==> src/rtl/store_narrow_rmw.sv <==
// Sub-word store narrowing onto a word-only sync DM: word stores write at T+1, byte/half RMW writes at T+3,
// illegal requests pulse misalign at T+1; req_ready only in IDLE, so requests outside IDLE are simply not taken.
module store_narrow_rmw #(
   parameter int ADDR_W = 10
) (
   input  logic              clk,
   input  logic              reset,
   input  logic              req_valid,
   output logic              req_ready,
   input  logic [31:0]       req_addr,
   input  logic [31:0]       req_wdata,
   input  logic [1:0]        req_size,
   output logic              done,
   output logic              misalign,
   output logic [ADDR_W-1:0] mem_addr,
   output logic              mem_rd_en,
   input  logic [31:0]       mem_rdata,
   output logic              mem_wr_en,
   output logic [31:0]       mem_wdata
);

   typedef enum logic [2:0] {IDLE, READ, MERGE, WRITE, ERR} state_t;

   localparam logic [1:0] SZ_BYTE = 2'b00;
   localparam logic [1:0] SZ_HALF = 2'b01;
   localparam logic [1:0] SZ_WORD = 2'b10;
   localparam logic [1:0] SZ_ILL  = 2'b11;

   state_t            state;
   logic [ADDR_W-1:0] addr_q;
   logic [1:0]        lane_q;
   logic [31:0]       data_q;
   logic [1:0]        size_q;
   logic [31:0]       wbuf;
   logic              illegal;
   logic [31:0]       merged;
   logic              unused_addr_hi;

   assign unused_addr_hi = ^req_addr[31:ADDR_W+2];

   always_comb begin
      illegal = (req_size == SZ_ILL)
             || (req_size == SZ_HALF && req_addr[0])
             || (req_size == SZ_WORD && req_addr[1:0] != 2'b00);
   end

   // Little-endian lane insert over the word just read back from the DM.
   always_comb begin
      merged = mem_rdata;
      case (size_q)
         SZ_BYTE: merged[8*lane_q +: 8] = data_q[7:0];
         SZ_HALF: begin
            if (lane_q[1]) merged[31:16] = data_q[15:0];
            else           merged[15:0]  = data_q[15:0];
         end
         default: merged = data_q;
      endcase
   end

   always_ff @(posedge clk) begin
      if (!reset) begin
         state  <= IDLE;
         addr_q <= '0;
         lane_q <= '0;
         data_q <= '0;
         size_q <= '0;
         wbuf   <= '0;
      end else begin
         case (state)
            IDLE: begin
               if (req_valid) begin
                  addr_q <= req_addr[ADDR_W+1:2];
                  lane_q <= req_addr[1:0];
                  data_q <= req_wdata;
                  size_q <= req_size;
                  if (illegal) begin
                     state <= ERR;
                  end else if (req_size == SZ_WORD) begin
                     wbuf  <= req_wdata;
                     state <= WRITE;
                  end else begin
                     state <= READ;
                  end
               end
            end
            READ:  state <= MERGE;
            MERGE: begin
               wbuf  <= merged;
               state <= WRITE;
            end
            WRITE: state <= IDLE;
            ERR:   state <= IDLE;
            default: state <= IDLE;
         endcase
      end
   end

   // Strobes are gated by reset so they are quiet even before the first reset edge.
   assign req_ready = reset && (state == IDLE);
   assign mem_rd_en = reset && (state == READ);
   assign mem_wr_en = reset && (state == WRITE);
   assign done      = reset && (state == WRITE);
   assign misalign  = reset && (state == ERR);
   assign mem_addr  = addr_q;
   assign mem_wdata = wbuf;

endmodule

==> config.mk <==
export PLATFORM = sky130hd
export DESIGN_NAME = store_narrow_rmw
export DESIGN_NICKNAME = d
export VERILOG_FILES = /design/src/rtl/store_narrow_rmw.sv
export SDC_FILE = /design/constraint.sdc
export NUM_CORES = 1
export LEC_CHECK = 0
export BUFFER_PORTS_ARGS = -buffer_cell sky130_fd_sc_hd__buf_2
export CAP_MARGIN = 0
export CORE_ASPECT_RATIO = 1.2
export CORE_MARGIN = 1
export CORE_UTILIZATION = 56
export CTS_BUF_LIST = sky130_fd_sc_hd__clkbuf_4
export DETAILED_ROUTE_END_ITERATION = 8
export GPL_ROUTABILITY_DRIVEN = 0
export PLACE_DENSITY_LB_ADDON = 0.3
export SLEW_MARGIN = 40
export SYNTH_ARGS = -nofsm -noshare
export SYNTH_HDL_FRONTEND = slang
export SYNTH_SLANG_ARGS = --single-unit
==> constraint.sdc <==
create_clock -name clk -period 6.95 [get_ports clk]
set_input_delay 1.39 -clock clk [delete_from_list [all_inputs] [get_ports clk]]
set_output_delay 1.39 -clock clk [all_outputs]
set_load 0.05 [all_outputs]
Word level (Yosys, flattened, before mapping)
Index checks and enable logic that the tools add are counted.
- add/subtract/negate cells: 1
- equality and inequality tests: 11
- shift-type cells: 2
- mux-type cells: 12
- reductions and logical operators: 14
- operators with widths (cell ; number):
    one-hot mux 32 bit (2 select lines) ; 2
    2-to-1 mux 32 bit ; 3
    negator 5 -> 34 bit ; 1
    variable shift 8 x 34 -> 32 bit, first input constant ; 1
    variable part select 8 x 34 -> 32 bit ; 1
    bitwise mux 32 bit ; 1
    2-to-1 mux 16 bit ; 2
    one-hot mux 3 bit (3 select lines) ; 1
    == test 3 x 2 -> 1 bit, second input constant ; 2
    logical AND 1 bit ; 6
    2-to-1 mux 3 bit ; 2
    != test 2 bit, second input constant ; 3
    == test 2 x 1 -> 1 bit, second input constant ; 2
    == test 2 bit, second input constant ; 2
    AND reduction 4 bit ; 1
    nonzero test 2 bit ; 2
    == test 3 x 1 -> 1 bit, second input constant ; 1
    == test 3 bit, second input constant ; 1
    zero test 3 bit ; 1
    zero test 2 bit ; 1
    logical OR 1 bit ; 2
    2-to-1 mux 2 bit ; 1
    AND reduction 2 bit ; 1
- flip-flop bits (word level): 81
- bits of input ports: 101
- output and inout bits: 47
- word-level logic and storage cells: 46

Longest topological paths before layout
- depth in word-level cells: 7
- mapped depth: 9
- mapped depth without buffers: 6

Least setup slack after synthesis
No wires, ideal clock.
- path kind: in2out
- start point: input port reset
- end point: output port mem_wr_en
- arrival time: 3.163 ns
- data required time: 5.560 ns
- path slack: 2.397 ns
- stages: 4
- path buffers: 2
- cells stage by stage: inv_1 clkbuf_1 nor3_1 buf_4
- word-level cells in the longest chain between the ends: 1
- RTL lines (item ; RTL line ; RTL):
    from (decl) ; 7 ; input logic reset,
    logical AND 1 bit ; -- ;
    to (decl) ; 18 ; output logic mem_wr_en,
Every way passes these cells.

Worst setup path in the final report
- start point: input port reset
- end point: output port mem_rd_en
- word-level cells in the longest chain between the ends: 1
- RTL lines (item ; RTL line ; RTL):
    logical AND 1 bit ; 100 ; assign mem_rd_en = reset && (state == READ);
    to (decl) ; 16 ; output logic mem_rd_en,
Every way passes these cells.

==> results.json <==
{
  "wirelength_um": 12400,
  "synth_area_mm2": 0.004295,
  "crit_slowest_cell": "buf_2",
  "hold_depth": 2,
  "synth_cells": 545,
  "timing.final.crit_share_pct": 50.45,
  "portBuffers": 127,
  "ctsHoldBuffers": 0,
  "wl_per_cell_um": 16.91,
  "ys_seq_area_share_pct": 37.75,
  "cts-root-buf": "clkbuf_4",
  "dieArea_mm2": 0.008026,
  "route.detailed.drc": 0,
  "power_leakage_nw": 2.086,
  "yosys-top-cells-area": "dfxtp_1 (38%), a21oi_1 (11%), nand2_1 (11%), mux2i_1 (7.5%), a221o_1 (5.6%)",
  "r2r_slack_ps": 4420,
  "clkPwrFrac_pct": 28.4,
  "num_rows": 34,
  "cap_violations": 0,
  "yosys_warnings": 0,
  "hold_viol_final": 0,
  "crit_path_start_kind": "input port",
  "critPathArrivalTime_ps": 2120,
  "syn-num-nets": 651,
  "drtAntennaViolNets": 0,
  "setup_violations": 0,
  "tritoncts": "done",
  "max_slew.worst_pin.slew_ps": 812.0,
  "r2r_start": "lane_q[1]",
  "p_comb_share_pct": 26.1,
  "grt_pass1_vias": 4365,
  "power.internal_w": 0.0007872,
  "hpwl_um": 8075,
  "crit_top_cell": "buf_2",
  "die_w_um": 81.95,
  "fmax_mhz": 285.2,
  "fin_hold_ws_ps": 455.3,
  "ctsLongestPathBuffers": 2,
  "p_switching_w": 0.0004113,
  "cellPowerDensity_mw_per_mm2": 235.6,
  "crit_path_cell_trace": "buf_2, nand2b_1, nor3b_1, buf_2",
  "cp_num_buf_inv": 2,
  "rsz0062_at_grt": "no",
  "dr.pass1.iters": 5,
  "die_h_um": 97.94,
  "h-tree-depth": 3,
  "grt_pass1_wl_um": 19520,
  "maxSlewViolCount": 0,
  "endpoint_kind": "output port",
  "layout-drive-gt1-share_pct": 24.26,
  "r2r-end": "mem_wdata[8]",
  "fin_crit_ps": 3506,
  "peakVddDrop_mv": 0.1561,
  "core_area_mm2": 0.007317,
  "area_delta_synth_final_pct": 18.41,
  "p_sw_share_pct": 34.32,
  "fin_skew_ps": 11.44,
  "holdCritPathClass": "flop to flop",
  "r2r_cells": 6,
  "critPathMaxStageDelay_ps": 290,
  "required_ps": 5560,
  "synth.avg_cell_area_um2": 7.881,
  "io_pins": 148,
  "synth_top_area_share_pct": 37.75,
  "post_cts_buffers": 0,
  "cp_top_family": "buffers and inverters",
  "whs_endpoint": "mem_wdata[15]",
  "initial_core_util_pct": 58.70,
  "crit_path_max_fanout": 4,
  "antenna_found_initial": 0,
  "setup_tns_ps": 0,
  "cts_buffers": 9,
  "outcome": "finished clean",
  "grt_max_degree": 50,
  "min_from": "mem_wdata[15]",
  "cts.sinks": 81,
  "drt_iter0_markers": 367,
  "grt.overflow.total": 0,
  "seqPwrFrac_pct": 45.4,
  "clkLatencyLatePin_ps": 430,
  "grt_use_total_pct": 31.31,
  "synth_cell_type_count": 34,
  "worstSetupPathType": "input port to output port",
  "diodes": 0,
  "nNetsFinal": 746,
  "vias_per_cell": 6.333,
  "clk_pin_slew_worst_paths_ps": 110,
  "via_count": 4642,
  "slew-limit-headroom_pct": 45.10,
  "yosysTopAreaCell": "dfxtp_1",
  "cts.repair.resized": 0,
  "ys_ff_latch": 81
}
cell usage in the layout, fill, tap and decap left out, types with 2 or more instances in the layout:
cell type	instances
dfxtp_1	80
ha_1	5
nor4b_1	2
nand2_1	126
bufinv_16	3
nor3_1	3
mux2i_1	32
nand2b_1	3
a21oi_1	95
a211o_1	8
buf_4	7
buf_2	127
clkbuf_4	10
o21ai_0	36
inv_1	7
nor2_1	9
a211oi_1	9
a221o_1	24
o21a_1	9
a22oi_1	8
nor3b_1	3
a221oi_1	16
o21ai_1	4
worst min-delay path: stages, from the launching register on:
cell and delay, ps:
dfxtp_1 320, nand2_1 50, a21oi_1 50
logic make-up after synthesis:
family	count (synthesis)	share of synthesized area (%)
AND/OR/NAND/NOR	157	16.02
AO/OA/AOI/OAI	213	31.55
adder cells (fa/ha/maj)	5	1.456
flip-flops	81	37.75
buffers and inverters	57	5.768
multiplexers	32	7.457
area by class of cell:
type / instances / area, um2
well taps: 90 / 112.6
repair buffers: 134 / 688.2
fillers: 613 / 2231
inverters: 7 / 26.28
flip-flops and latches: 81 / 1625
multi-input cells: 407 / 2465
clock buffers: 10 / 75.07
clock inverters: 4 / 93.84
per-layer routing:
layer	routed length [um]	vias to the layer above	track usage, %	share of wire (%)
met4	435	0	17.81	3.5
met2	6195	227	52.26	50
li1	-	2166	-	-
met5	0	-	0	0
met1	4833	2204	36.28	39
met3	931	45	6.262	7.5
power by group through the flow:
stage	Combinational [W]	Clock (W)	Sequential (W)
final	0.000313	0.000341	0.000544
after global routing	0.000338	0.000362	0.000550
after CTS	0.000308	0.000342	0.000543
after detailed placement	0.000306	0	0.000553
after global placement	0.000299	0	0.000551
after floorplan	0.000175	0	0.000594
flip-flops by register name, indices dropped and copies added, names as in the netlist:
| signal | count |
|---|---|
| state | 3 |
| mem_addr | 10 |
| data_q | 32 |
| lane_q | 2 |
| mem_wdata | 32 |
| size_q | 2 |
worst max-delay path by stage:
stage / from / endpoint / cells past startpoint
3_5_place_dp: reset / mem_rd_en / 4
4_1_cts: reset / mem_rd_en / 4
6_report: reset / mem_rd_en / 4
3_3_place_gp: req_size[0] / mem_wdata[1] / 5
2_1_floorplan: reset / mem_wr_en / 4
5_1_grt: reset / mem_rd_en / 4
synth_stat cells (all sizes together):
master / count
a211o: 8
a211oi: 10
a21oi: 95
a221o: 24
a221oi: 16
a22oi: 8
a41o: 2
and2b: 1
and4b: 1
buf: 19
clkbuf: 31
dfxtp: 81
ha: 5
inv: 7
mux2i: 32
nand2: 126
nand2b: 3
nand3b: 1
nor2: 9
nor3: 4
nor3b: 4
nor4: 2
nor4b: 2
nor4bb: 2
o21a: 9
o21ai: 40
o22ai: 1
or3b: 1
or4b: 1
per-stage QoR:
step,worst slack [ps],cells,utilization (%),cell area (um2),total power (W)
floorplan,2397,545,-,4295,0.0007691
global placement,3312,719,66.88,4893,0.0008503
detailed placement,3466,719,67.08,4908,0.0008596
CTS,3464,733,69.39,5077,0.001193
global route,3437,733,69.51,5086,0.001251
finish,3444,733,69.51,5086,0.001199
(Power assumes the default switching activity.)
